`src/rtl/ds_pkg.sv`:
```
// ds_pkg: definitions shared by the delta-sigma receive path.
//   CIC_ORDER    number of integrator/comb sections in the decimator (sinc^3)
//   cic_width()  signed CIC register width for a decimation ratio of 2**dec_log2:
//                order*log2(R) bits of growth, one sign bit and one bit for the
//                +/-1 input
//   ds_sample_t  signed container wide enough for the largest legal output sample
package ds_pkg;

    localparam int CIC_ORDER    = 3;
    localparam int SAMPLE_W_MAX = 16;

    typedef logic signed [SAMPLE_W_MAX-1:0] ds_sample_t;

    function automatic int cic_width(input int dec_log2);
        return 1 + CIC_ORDER * dec_log2 + 1;
    endfunction

endpackage

```
`src/rtl/ds_sync2.sv`:
```
// ds_sync2: two-flop synchroniser for a single asynchronous input bit.
//   clk   in   system clock, rising edge
//   clrn  in   asynchronous active-low clear, both flops go to 0
//   d     in   asynchronous input
//   q     out  synchronised copy of d, two clk edges late
module ds_sync2 (
    input  logic clk,
    input  logic clrn,
    input  logic d,
    output logic q
);

    logic s1_q, s1_d;
    logic s2_q, s2_d;

    always_comb begin
        s1_d = d;
        s2_d = s1_q;
    end

    always_ff @(posedge clk or negedge clrn) begin
        if (!clrn) begin
            s1_q <= 1'b0;
            s2_q <= 1'b0;
        end else begin
            s1_q <= s1_d;
            s2_q <= s2_d;
        end
    end

    assign q = s2_q;

endmodule

```
`src/rtl/ds_adc_decimator.sv`:
```
// ds_adc_decimator: 1-bit delta-sigma ADC receive path.
// Synchronises the comparator, drives the feedback DAC pin from the synchronised
// bit, and decimates the +/-1 bitstream by R = 2**DEC_LOG2 with a sinc^3 CIC.
//
// Ports
//   clk           in   system clock, rising edge
//   clrn          in   asynchronous active-low reset; clears every register
//   cmp_in        in   comparator output, asynchronous to clk
//   fb_out        out  feedback DAC drive (synchronised comparator bit)
//   sample_out    out  signed OUT_W-bit decimated sample, held between strobes
//   sample_valid  out  one-cycle strobe when sample_out/sat update
//   sat           out  1 when the last sample was clamped
//
// Output contract: sample_valid is a strobe, not a handshake. There is no ready
// and no back-pressure; the consumer must take sample_out (and sat) in the cycle
// sample_valid is high. Strobes are exactly R clocks apart once warm-up is over.
//
// Build option
//   DS_DEC_ROUND_EN  defined: round half up before the output shift;
//                    undefined: truncating arithmetic shift.
module ds_adc_decimator
    import ds_pkg::*;
#(
    parameter int DEC_LOG2 = 6,
    parameter int OUT_W    = 8
) (
    input  logic                    clk,
    input  logic                    clrn,
    input  logic                    cmp_in,
    output logic                    fb_out,
    output logic signed [OUT_W-1:0] sample_out,
    output logic                    sample_valid,
    output logic                    sat
);

    localparam int W     = cic_width(DEC_LOG2);
    // One extra bit so the rounding offset can never wrap the comb result.
    localparam int WE    = W + 1;
    localparam int SHIFT = CIC_ORDER * DEC_LOG2 - (OUT_W - 1);

    localparam logic signed [WE-1:0] Y_MAX = WE'((1 << (OUT_W - 1)) - 1);
    localparam logic signed [WE-1:0] Y_MIN = -(WE'(1) <<< (OUT_W - 1));

`ifdef DS_DEC_ROUND_EN
    localparam int RND_POS = (SHIFT > 0) ? SHIFT - 1 : 0;
    localparam logic signed [WE-1:0] RND = (SHIFT > 0) ? (WE'(1) << RND_POS) : WE'(0);
`endif

    // ------------------------------------------------------------------
    // Comparator synchroniser; its second flop is also the DAC drive.
    // ------------------------------------------------------------------
    logic s;

    ds_sync2 u_sync (
        .clk  (clk),
        .clrn (clrn),
        .d    (cmp_in),
        .q    (s)
    );

    assign fb_out = s;

    // ------------------------------------------------------------------
    // State
    // ------------------------------------------------------------------
    logic signed [W-1:0]     i1_q, i1_d;
    logic signed [W-1:0]     i2_q, i2_d;
    logic signed [W-1:0]     i3_q, i3_d;
    logic signed [W-1:0]     d1_q, d1_d;
    logic signed [W-1:0]     d2_q, d2_d;
    logic signed [W-1:0]     d3_q, d3_d;
    logic [DEC_LOG2-1:0]     cnt_q, cnt_d;
    logic [1:0]              wu_q, wu_d;
    logic signed [OUT_W-1:0] sample_q, sample_d;
    logic                    valid_q, valid_d;
    logic                    sat_q, sat_d;

    // ------------------------------------------------------------------
    // Datapath
    // ------------------------------------------------------------------
    logic signed [W-1:0]  x;
    logic                 tick;
    logic                 warm;
    logic signed [W-1:0]  c1, c2, c3;
    logic signed [WE-1:0] pre;
    logic signed [WE-1:0] y;
    logic signed [WE-1:0] y_clamp;
    logic                 clamp;

    always_comb begin
        // 1 means positive: +1, otherwise -1 (all ones).
        x = s ? W'(1) : '1;

        // Each integrator accumulates the previous stage's registered value;
        // wrap-around is harmless because the combs undo it.
        i1_d = i1_q + x;
        i2_d = i2_q + i1_q;
        i3_d = i3_q + i2_q;

        cnt_d = cnt_q + DEC_LOG2'(1);
        tick  = &cnt_q;
        warm  = (wu_q == 2'd3);

        c1 = i3_q - d1_q;
        c2 = c1 - d2_q;
        c3 = c2 - d3_q;

        d1_d = d1_q;
        d2_d = d2_q;
        d3_d = d3_q;
        if (tick) begin
            d1_d = i3_q;
            d2_d = c1;
            d3_d = c2;
        end

        // Ticks before the fourth only count; the combs still settle meanwhile.
        wu_d = wu_q;
        if (tick && !warm) begin
            wu_d = wu_q + 2'd1;
        end
    end

    always_comb begin
`ifdef DS_DEC_ROUND_EN
        pre = WE'(c3) + RND;
`else
        pre = WE'(c3);
`endif
        y = pre >>> SHIFT;

        y_clamp = y;
        clamp   = 1'b0;
        if (y > Y_MAX) begin
            y_clamp = Y_MAX;
            clamp   = 1'b1;
        end else if (y < Y_MIN) begin
            y_clamp = Y_MIN;
            clamp   = 1'b1;
        end
    end

    always_comb begin
        valid_d  = tick && warm;
        sample_d = sample_q;
        sat_d    = sat_q;
        if (valid_d) begin
            sample_d = OUT_W'(y_clamp);
            sat_d    = clamp;
        end
    end

    always_ff @(posedge clk or negedge clrn) begin
        if (!clrn) begin
            i1_q     <= '0;
            i2_q     <= '0;
            i3_q     <= '0;
            d1_q     <= '0;
            d2_q     <= '0;
            d3_q     <= '0;
            cnt_q    <= '0;
            wu_q     <= '0;
            sample_q <= '0;
            valid_q  <= 1'b0;
            sat_q    <= 1'b0;
        end else begin
            i1_q     <= i1_d;
            i2_q     <= i2_d;
            i3_q     <= i3_d;
            d1_q     <= d1_d;
            d2_q     <= d2_d;
            d3_q     <= d3_d;
            cnt_q    <= cnt_d;
            wu_q     <= wu_d;
            sample_q <= sample_d;
            valid_q  <= valid_d;
            sat_q    <= sat_d;
        end
    end

    assign sample_out   = sample_q;
    assign sample_valid = valid_q;
    assign sat          = sat_q;

endmodule

```
`config.mk`:
```
export PLATFORM = sky130hd
export DESIGN_NAME = ds_adc_decimator
export DESIGN_NICKNAME = d
export VERILOG_FILES = /design/src/rtl/ds_pkg.sv /design/src/rtl/ds_sync2.sv /design/src/rtl/ds_adc_decimator.sv
export SDC_FILE = /design/constraint.sdc
export NUM_CORES = 1
export LEC_CHECK = 0
export ABC_AREA = 1
export BUFFER_PORTS_ARGS = -buffer_cell sky130_fd_sc_hd__buf_2
export CORE_MARGIN = 3
export CORE_UTILIZATION = 40
export DETAILED_ROUTE_END_ITERATION = 6
export PLACE_DENSITY = 0.6
export SYNTH_ARGS = -nofsm -noshare
export SYNTH_HDL_FRONTEND = slang
export SYNTH_SLANG_ARGS = --single-unit
```
`constraint.sdc`:
```
create_clock -name clk -period 6.7 [get_ports clk]
set_input_delay 0.335 -clock clk [delete_from_list [all_inputs] [get_ports clk]]
set_output_delay 0.335 -clock clk [all_outputs]
set_load 0.005 [all_outputs]
```
* After elaboration in Yosys (flattened, before gate mapping)
Cells that the tools add are included.
** Word-level totals
- Bits in registers :: 140
- Output and inout port bits :: 11
- Logic and storage cells :: 33
** Operators by class
- Add/subtract/negate cells :: 8
- Order comparisons :: 2
- Equality and inequality tests :: 1
- Mux-type cells :: 5
- Reduce and logical (&&, ||, !) cells :: 4
** Operator list (count)
- adder 20 bit :: 3
- subtractor 20 bit :: 3
- two-way mux 20 bit :: 1
- two-way mux 8 bit :: 2
- greater-than comparator 9 x 8 -> 1 bit (second input constant) :: 1
- < comparator 9 x 8 -> 1 bit (second input constant) :: 1
- adder 6 x 1 -> 6 bit (second input constant) :: 1
- AND reduction 6 bit :: 1
- adder 2 x 1 -> 2 bit (second input constant) :: 1
- equality test 2 bit (second input constant) :: 1
- logical AND 1 bit :: 2
- two-way mux 1 bit :: 2
- logical NOT 1 bit :: 1

* Depth between registers and ports, before layout
Gate-level depths: netlist of the first run.
- Depth after elaboration :: 6
- Depth in mapped cells :: 33
- Gate-level depth less buffers :: 33

* Hierarchy
A second synthesis of the first run with hierarchy kept.
** Second synthesis, totals
- Cell total of the unflattened synthesis :: 1205
- Area, all modules :: 9879.5 µm²
** By module, submodules not included
- ds_adc_decimator :: instances 1, cells each 1203, area each 9829.4 µm², seq. area each 3453.3 µm²
- ds_sync2 :: instances 1, cells each 2, area each 50.0 µm², seq. area each 50.0 µm²

* Worst setup path before layout of the first run
OpenSTA, ideal clock, no wires.
- Path kind :: register -> register
- From :: register i3_q[0]
- To :: register sample_q[6], in the netlist sample_out[6]
- Library setup time :: 120 ps
- Arrival time :: 4558 ps
- Required time :: 6580 ps
- Setup slack :: 2022 ps
- Cell stages (with the launch flop) :: 27
- Clock period less this slack :: 4678 ps
- Path through :: dfrtp_1 inv_1 ha_1 fa_1 o21ai_2 nand2_1 nand2_1 a21boi_1 o21ai_1 a21boi_2 o21ai_0 nand2_1 and2_1 ha_1 a21o_1 a211oi_1 nand3_1 xor2_1 ha_1 nand3_1 nor2_1 or3b_1 nand3_2 xor2_4 nand2_2 nand2_4 a21oi_2
** On the way
- Longest elaborated chain between the ends :: 6
** RTL lines
- start: declaration :: RTL line ds_adc_decimator.sv:68 : logic signed [W-1:0] i3_q, i3_d;
- start signal: assignment :: RTL line ds_adc_decimator.sv:169 : i3_q <= i3_d;
- subtractor 20 bit * :: RTL line ds_adc_decimator.sv:104 : c1 = i3_q - d1_q;
- via c1[16] :: RTL line ds_adc_decimator.sv:84 : logic signed [W-1:0] c1, c2, c3;
- subtractor 20 bit * :: RTL line ds_adc_decimator.sv:105 : c2 = c1 - d2_q;
- via c2[17] :: RTL line ds_adc_decimator.sv:84
- subtractor 20 bit * :: RTL line ds_adc_decimator.sv:106 : c3 = c2 - d3_q;
- < comparator 9 x 8 -> 1 bit :: RTL line ds_adc_decimator.sv:137 : end else if (y < Y_MIN) begin
- two-way mux 8 bit :: RTL line ds_adc_decimator.sv:137
- two-way mux 8 bit * :: RTL line ds_adc_decimator.sv:134 : if (y > Y_MAX) begin
- end signal: assignment :: RTL line ds_adc_decimator.sv:175 : sample_q <= sample_d;
- end: declaration :: RTL line ds_adc_decimator.sv:74 : logic signed [OUT_W-1:0] sample_q, sample_d;
Mark *: on every way through the listed nets, which the timed path passes. The rest lies on a longest branch.
A chain may end at the register's enable or synchronous reset.

* Final worst setup path of the first run
Ends and elaborated chain as after synthesis.

==> results.txt, run 1 <==
outcome: completed
pin count of the biggest net entering global routing: 103
Fill cells: 2395
worst r2r src: i3_q[0]
multi-input logic area: 5703 µm²
Worst EP required: 7.02 ns
worst hold stages: 0
Synth cell types: 44
Max clock buf depth: 2
number of synthesized flops with an enable pin: 0
Arr. time, crit path: 5.53 ns
Reg area: 3503 µm²
DR WL/cell: 12.46 µm
reg2reg path depth: 27
layout cell share with drive strength beyond 1: 7.761%
CORE AREA: 23820 µm²
synthesized flop and latch total: 140
clock skew: 0.01468 ns
Yosys warnings: 0
crit path kind: reg -> reg
# IOs: 14
Critical Path Start Type: flop
DRT antenna net count: 0
# nets final: 1346
initial antenna violation count: 0
row cnt: 56
port bufs: 13
routed wire length: 19390 µm
total CTS buffers: 17
RR Endpoint: sample_out[6]
post-route DRC violation count: 0
most common cell in the netlist: nand2_1
Post-synth top flop: dfrtp_1
H-tree Lvls: 4
Max-Cap Viols: 0
top cells by area, synth: dfrtp_1 (36%), ha_1 (14%), nand2_1 (9.9%)
sequential-to-total area share from yosys stat: 35.55%
most frequent cells after synthesis: nand2_1 (260), inv_1 (156), dfrtp_1 (140)
slowest stage cell, crit path: fa_1
Critical Path End: sample_out[6]
post-CTS sizing: 0
crit end category: flop
Area growth syn-to-layout: 10.03%
Slew Viols, Final: 0
Clock Pin Slew Worst Setup and Hold Paths: 0.06 ns
part of the cycle the worst path needs: 77.76%
final hold slack: 0.3522 ns
asr flop ratio synth: 100.0%
critical path peak fanout: 8
die extent in x: 163.0 µm
Final setup viols: 0
Ant. Diodes: 0
final hold vios: 0
mean post-synth cell area: 8.199 µm²
largest area contributor in the netlist: dfrtp_1
CTS tree: yes
mapped cell area: 9856 µm²
global-route wire length before repair: 34290 µm
DR pass1 iterations: 5
Top cell by count, worst path: nand2_1
worst rel slew slack: 41.26%
CTS Root Buffer Type: clkbuf_16
reg-to-reg slack, setup: 1.49 ns
Die Area: 26560 µm²
RSZ-0062 raised after global routing: no
grt ovf: 0
Final HPWL DP: 14980 µm
Final Wtd Congestion: 0.8578
worst hold path class: reg -> reg
DIE HEIGHT: 163.0 µm
CP peak stage delay: 0.43 ns
CTS Sinks: 140
fmax: 191.9 MHz
syn nets: 1324
Vias per Instance: 4.906
setup TNS: 0 ns
top-area cell type share of the netlist area: 35.55%
Cells after Synth: 1202
Initial DRC Count: 296
Skew-Pair Late Insertion Delay: 0.43 ns
via count: 7634
Crit. Startpoint: i3_q[0]
fin crit period: 5.210 ns
vias in the first global route: 7644
Starting Density: 41.37%
Worst Tran Pin Value: 0.8810 ns
all-layer global routing usage: 15.67%
-- worst max-delay path, delay by kind of cell, from the launching register on --
kind | cells | cell delay [ns]
AND/OR/NAND/NOR | 14 | 2.06
adder cells (fa/ha/maj) | 4 | 1.41
AO/OA/AOI/OAI | 6 | 0.95
flip-flops | 1 | 0.34
XOR/XNOR | 2 | 0.27
buffers and inverters | 1 | 0.06
-- state kept, by name, indices dropped and copies added, names as in the netlist --
signal	count
d1_q	20
sample_valid	1
cnt_q	6
sat	1
u_sync.s1_q	1
i2_q	20
u_sync.q	1
d2_q	20
wu_q	2
i1_q	20
i3_q	20
d3_q	20
sample_out	8
-- through the flow --
step           instances  cell area, µm²  setup slack (ns)  utilization [%]
2_1_floorplan       1202            9856             2.022                -
3_3_place_gp        1522           10290             1.549            43.19
3_5_place_dp        1522           10290             1.443            43.19
4_1_cts             1556           10840             1.410            45.52
5_1_grt             1556           10840            0.9192            45.52
6_report            1556           10840             1.490            45.52
-- per-layer routing --
layer	global-route usage (%)	wire length (µm)
met1	18.94	8993
met2	28.78	9771
met3	2.543	373
met4	4.191	246
met5	0	0
-- layout by cell type, fill, tap and decap left out, types with 5 or more instances in the layout --
master      netlist  layout
nand2_1         260     260
o21ai_0          79      79
inv_1           156     156
nor4_1            6       6
o21bai_1          6       6
or2_2             8       8
dfrtp_1         140     140
xor2_1           62      62
xnor2_1          34      34
a21boi_1          8       8
buf_2             0      12
nand4_1          12      12
nor2_1           46      45
clkinvlp_4        0       5
a21oi_1         104     104
ha_1            114     114
o21ai_1          26      26
a21oi_2           8       8
nand3_2           6       6
nand3_1          39      39
nand2_2           8       8
o211ai_1          6       6
a21o_1            9       9
clkbuf_16         0      17
fa_1              5       5
-- final cells by class --
class / instances / area share [%]
clock inverters: 13 / 0.8538
flip-flops and latches: 140 / 32.31
clock buffers: 19 / 4.084
well taps: 319 / 3.681
inverters: 159 / 5.504
multi-input cells: 889 / 52.59
repair buffers: 17 / 0.9807
-- worst min-delay path by stage --
stage | from | end | slack (ns)
global placement | u_sync.s1_q | u_sync.q | 0.34
global route | u_sync.s1_q | u_sync.q | 0.37
CTS | u_sync.s1_q | u_sync.q | 0.35
finish | u_sync.s1_q | u_sync.q | 0.35
floorplan | clrn | cnt_q[0] | 0.04
detailed placement | u_sync.s1_q | u_sync.q | 0.34
-- timing repair --
action                                 4_1_cts  5_1_grt
setup endpoints to repair                    0        0
endpoints found under the hold margin       47        0
buffers inserted                             0        0
hold buffers                                 2        0
-- cells by family (layout without fill, tap and decap cells) --
logic type,after synthesis,count (layout),share of synthesized area (%)
mux,1,1,0.1142
compound gates,265,265,15.20
xor+xnor,97,97,8.811
flops,140,140,35.55
simple gates,407,407,18.18
buf+inv,173,208,6.665
fa+ha+maj,119,119,15.49
Power of run 1 is not shown: default switching activity piles up to over one toggle a cycle in this logic, so the estimate is an artifact.
==> run 2: changes to the inputs <==
Settings changed: PLACE_DENSITY 0.6 to 0.62.
Clock period 6.7 ns to 4.42 ns, I/O delays scaled along.
==> results.txt, run 2 (synthesized netlist as in run 1, its figures left out) <==
outcome: complete, but fails checks (was completed)
failing checks: negative setup slack
Vias per Instance: 4.877 (was 4.906)
Final setup viols: 9 (was 0)
post-route DRC violation count: 0 (unchanged)
setup TNS: -2.642 ns (was 0 ns)
clock skew: 0.01001 ns (was 0.01468 ns)
die extent in x: 163.0 µm (unchanged)
# IOs: 14 (unchanged)
Starting Density: 41.37% (unchanged)
Arr. time, crit path: 5.04 ns (was 5.53 ns)
worst rel slew slack: 38.89% (was 41.26%)
worst hold path class: reg -> reg (unchanged)
H-tree Lvls: 4 (unchanged)
Initial DRC Count: 356 (was 296)
RSZ-0062 raised after global routing: yes (was no)
CP peak stage delay: 0.41 ns (was 0.43 ns)
grt ovf: 0 (unchanged)
global-route wire length before repair: 37920 µm (was 34290 µm)
Final HPWL DP: 15690 µm (was 14980 µm)
slowest stage cell, crit path: dfrtp_1 (was fa_1)
Max-Cap Viols: 0 (unchanged)
CTS tree: yes (unchanged)
CP bufs+invs: 3 (was 1)
DIE HEIGHT: 163.0 µm (unchanged)
DR pass1 iterations: 5 (unchanged)
Final Wtd Congestion: 0.8618 (was 0.8578)
commonest non-fill, non-tap cells in the layout: nand2_1 (248), inv_1 (154), buf_4 (149) (was nand2_1 (260), inv_1 (156), dfrtp_1 (140))
CTS Sinks: 140 (unchanged)
Clock Pin Slew Worst Setup and Hold Paths: 0.06 ns (about the same)
total CTS buffers: 17 (unchanged)
fmax: 211.3 MHz (was 191.9 MHz)
most common cell after layout, fill and taps aside: nand2_1 (unchanged)
critical path peak fanout: 8 (unchanged)
DRT antenna net count: 0 (unchanged)
port bufs: 13 (unchanged)
part of the cycle the worst path needs: 107.1% (was 77.76%)
vias in the first global route: 8537 (was 7644)
all-layer global routing usage: 17.32% (was 15.67%)
routed wire length: 21950 µm (was 19390 µm)
Slew Viols, Final: 0 (unchanged)
Critical Path Start Type: flop (unchanged)
initial antenna violation count: 0 (unchanged)
DR WL/cell: 12.89 µm (was 12.46 µm)
Max clock buf depth: 2 (unchanged)
Worst Tran Pin Value: 0.9167 ns (was 0.8810 ns)
Top cell by count, worst path: nand2_1 (unchanged)
Skew-Pair Late Insertion Delay: 0.42 ns (was 0.43 ns)
fin crit period: 4.733 ns (was 5.210 ns)
final hold vios: 0 (unchanged)
pin count of the biggest net entering global routing: 102 (was 103)
row cnt: 56 (unchanged)
# nets final: 1495 (was 1346)
Ant. Diodes: 0 (unchanged)
CTS Root Buffer Type: clkbuf_16 (unchanged)
Worst EP required: 4.73 ns (was 7.02 ns)
CORE AREA: 23820 µm² (unchanged)
Area growth syn-to-layout: 25.33% (was 10.03%)
final worst slack: -0.3125 ns (was 1.490 ns)
Die Area: 26560 µm² (unchanged)
via count: 8306 (was 7634)
crit path kind: reg -> reg (unchanged)
layout cell share with drive strength beyond 1: 21.60% (was 7.761%)
Crit path max-delay family: simple AND/OR/NAND/NOR gates (unchanged)
crit end category: flop (unchanged)
## run 2: cell count changes in the layout (fill, tap and decap cells not counted), moves of 9 or more
| cell | previous run | this run |
|---|---|---|
| a21oi_2 | 8 | 18 |
| buf_4 | 2 | 149 |
| a21oi_1 | 104 | 94 |
| nand2_2 | 8 | 18 |
| ha_1 | 114 | 105 |
| nand2_1 | 260 | 248 |
| ha_4 | 0 | 9 |
## run 2: final timing paths
kind	slack, ns	startpoint	cells past startpoint	to
max in group asynchronous	3.09	clrn	3	i2_q[8]
worst min register to register	0.35	u_sync.s1_q	0	u_sync.q
worst max register to register	-0.31	d1_q[0]	30	sample_out[3]
worst max-delay path	-0.31	d1_q[0]	30	sample_out[3]
worst min-delay path	0.35	u_sync.s1_q	0	u_sync.q
min in group asynchronous	0.42	clrn	2	cnt_q[3]
## run 2: area by class of cell
| cell class | count | area [µm²] |
|---|---|---|
| Timing Repair Buffer | 166 | 1232 |
| Fill cell | 2204 | 11470 |
| Clock buffer | 20 | 456.7 |
| Multi-Input combinational cell | 889 | 6046 |
| Sequential cell | 140 | 3503 |
| Clock inverter | 10 | 117.6 |
| Inverter | 159 | 596.8 |
| Tap cell | 319 | 399.1 |
## run 2: per-layer routing
layer / vias to the layer above / GRT usage (%) / wire length (µm)
met2: 110 / 31.60 / 11210
met5: - / 0 / 0
met1: 3823 / 20.30 / 9714
li1: 4327 / - / -
met4: 0 / 6.613 / 578
met3: 46 / 2.823 / 451
## run 2: repair_timing
item | CTS | global route
cloned | 0 | 0
hold buffers | 2 | 0
hold endpoints to repair | 86 | 0
setup endpoints to repair | 9 | 10
gates resized for setup | 16 | 45
pin swaps | 17 | 16
buffers inserted | 29 | 5
## run 2: metrics by stage
step	instance area, µm²	util (%)	hold WS (ns)	std cells	worst slack (ns)
finish	12350	51.85	0.3508	1703	-0.3125
detailed placement	11250	47.22	0.3309	1644	-0.5431
floorplan	9901	-	-0.07459	1202	0.009465
global route	12350	51.85	0.3659	1703	-0.6804
global placement	11250	47.22	0.3319	1644	-0.5229
CTS	12140	50.97	0.3535	1705	-0.3921
## run 2: worst reg2reg max path: cells and delay by family, from the launching register on
kind	cells	cell delay (ns)
and+or+nand+nor	14	1.45
adders and majority gates	4	1.19
AOI/OAI and AO/OA	7	0.99
DFF	1	0.41
xor gates and xnor gates	2	0.31
buffers and inverters	3	0.28
Power of run 2 is left out for the same reason.
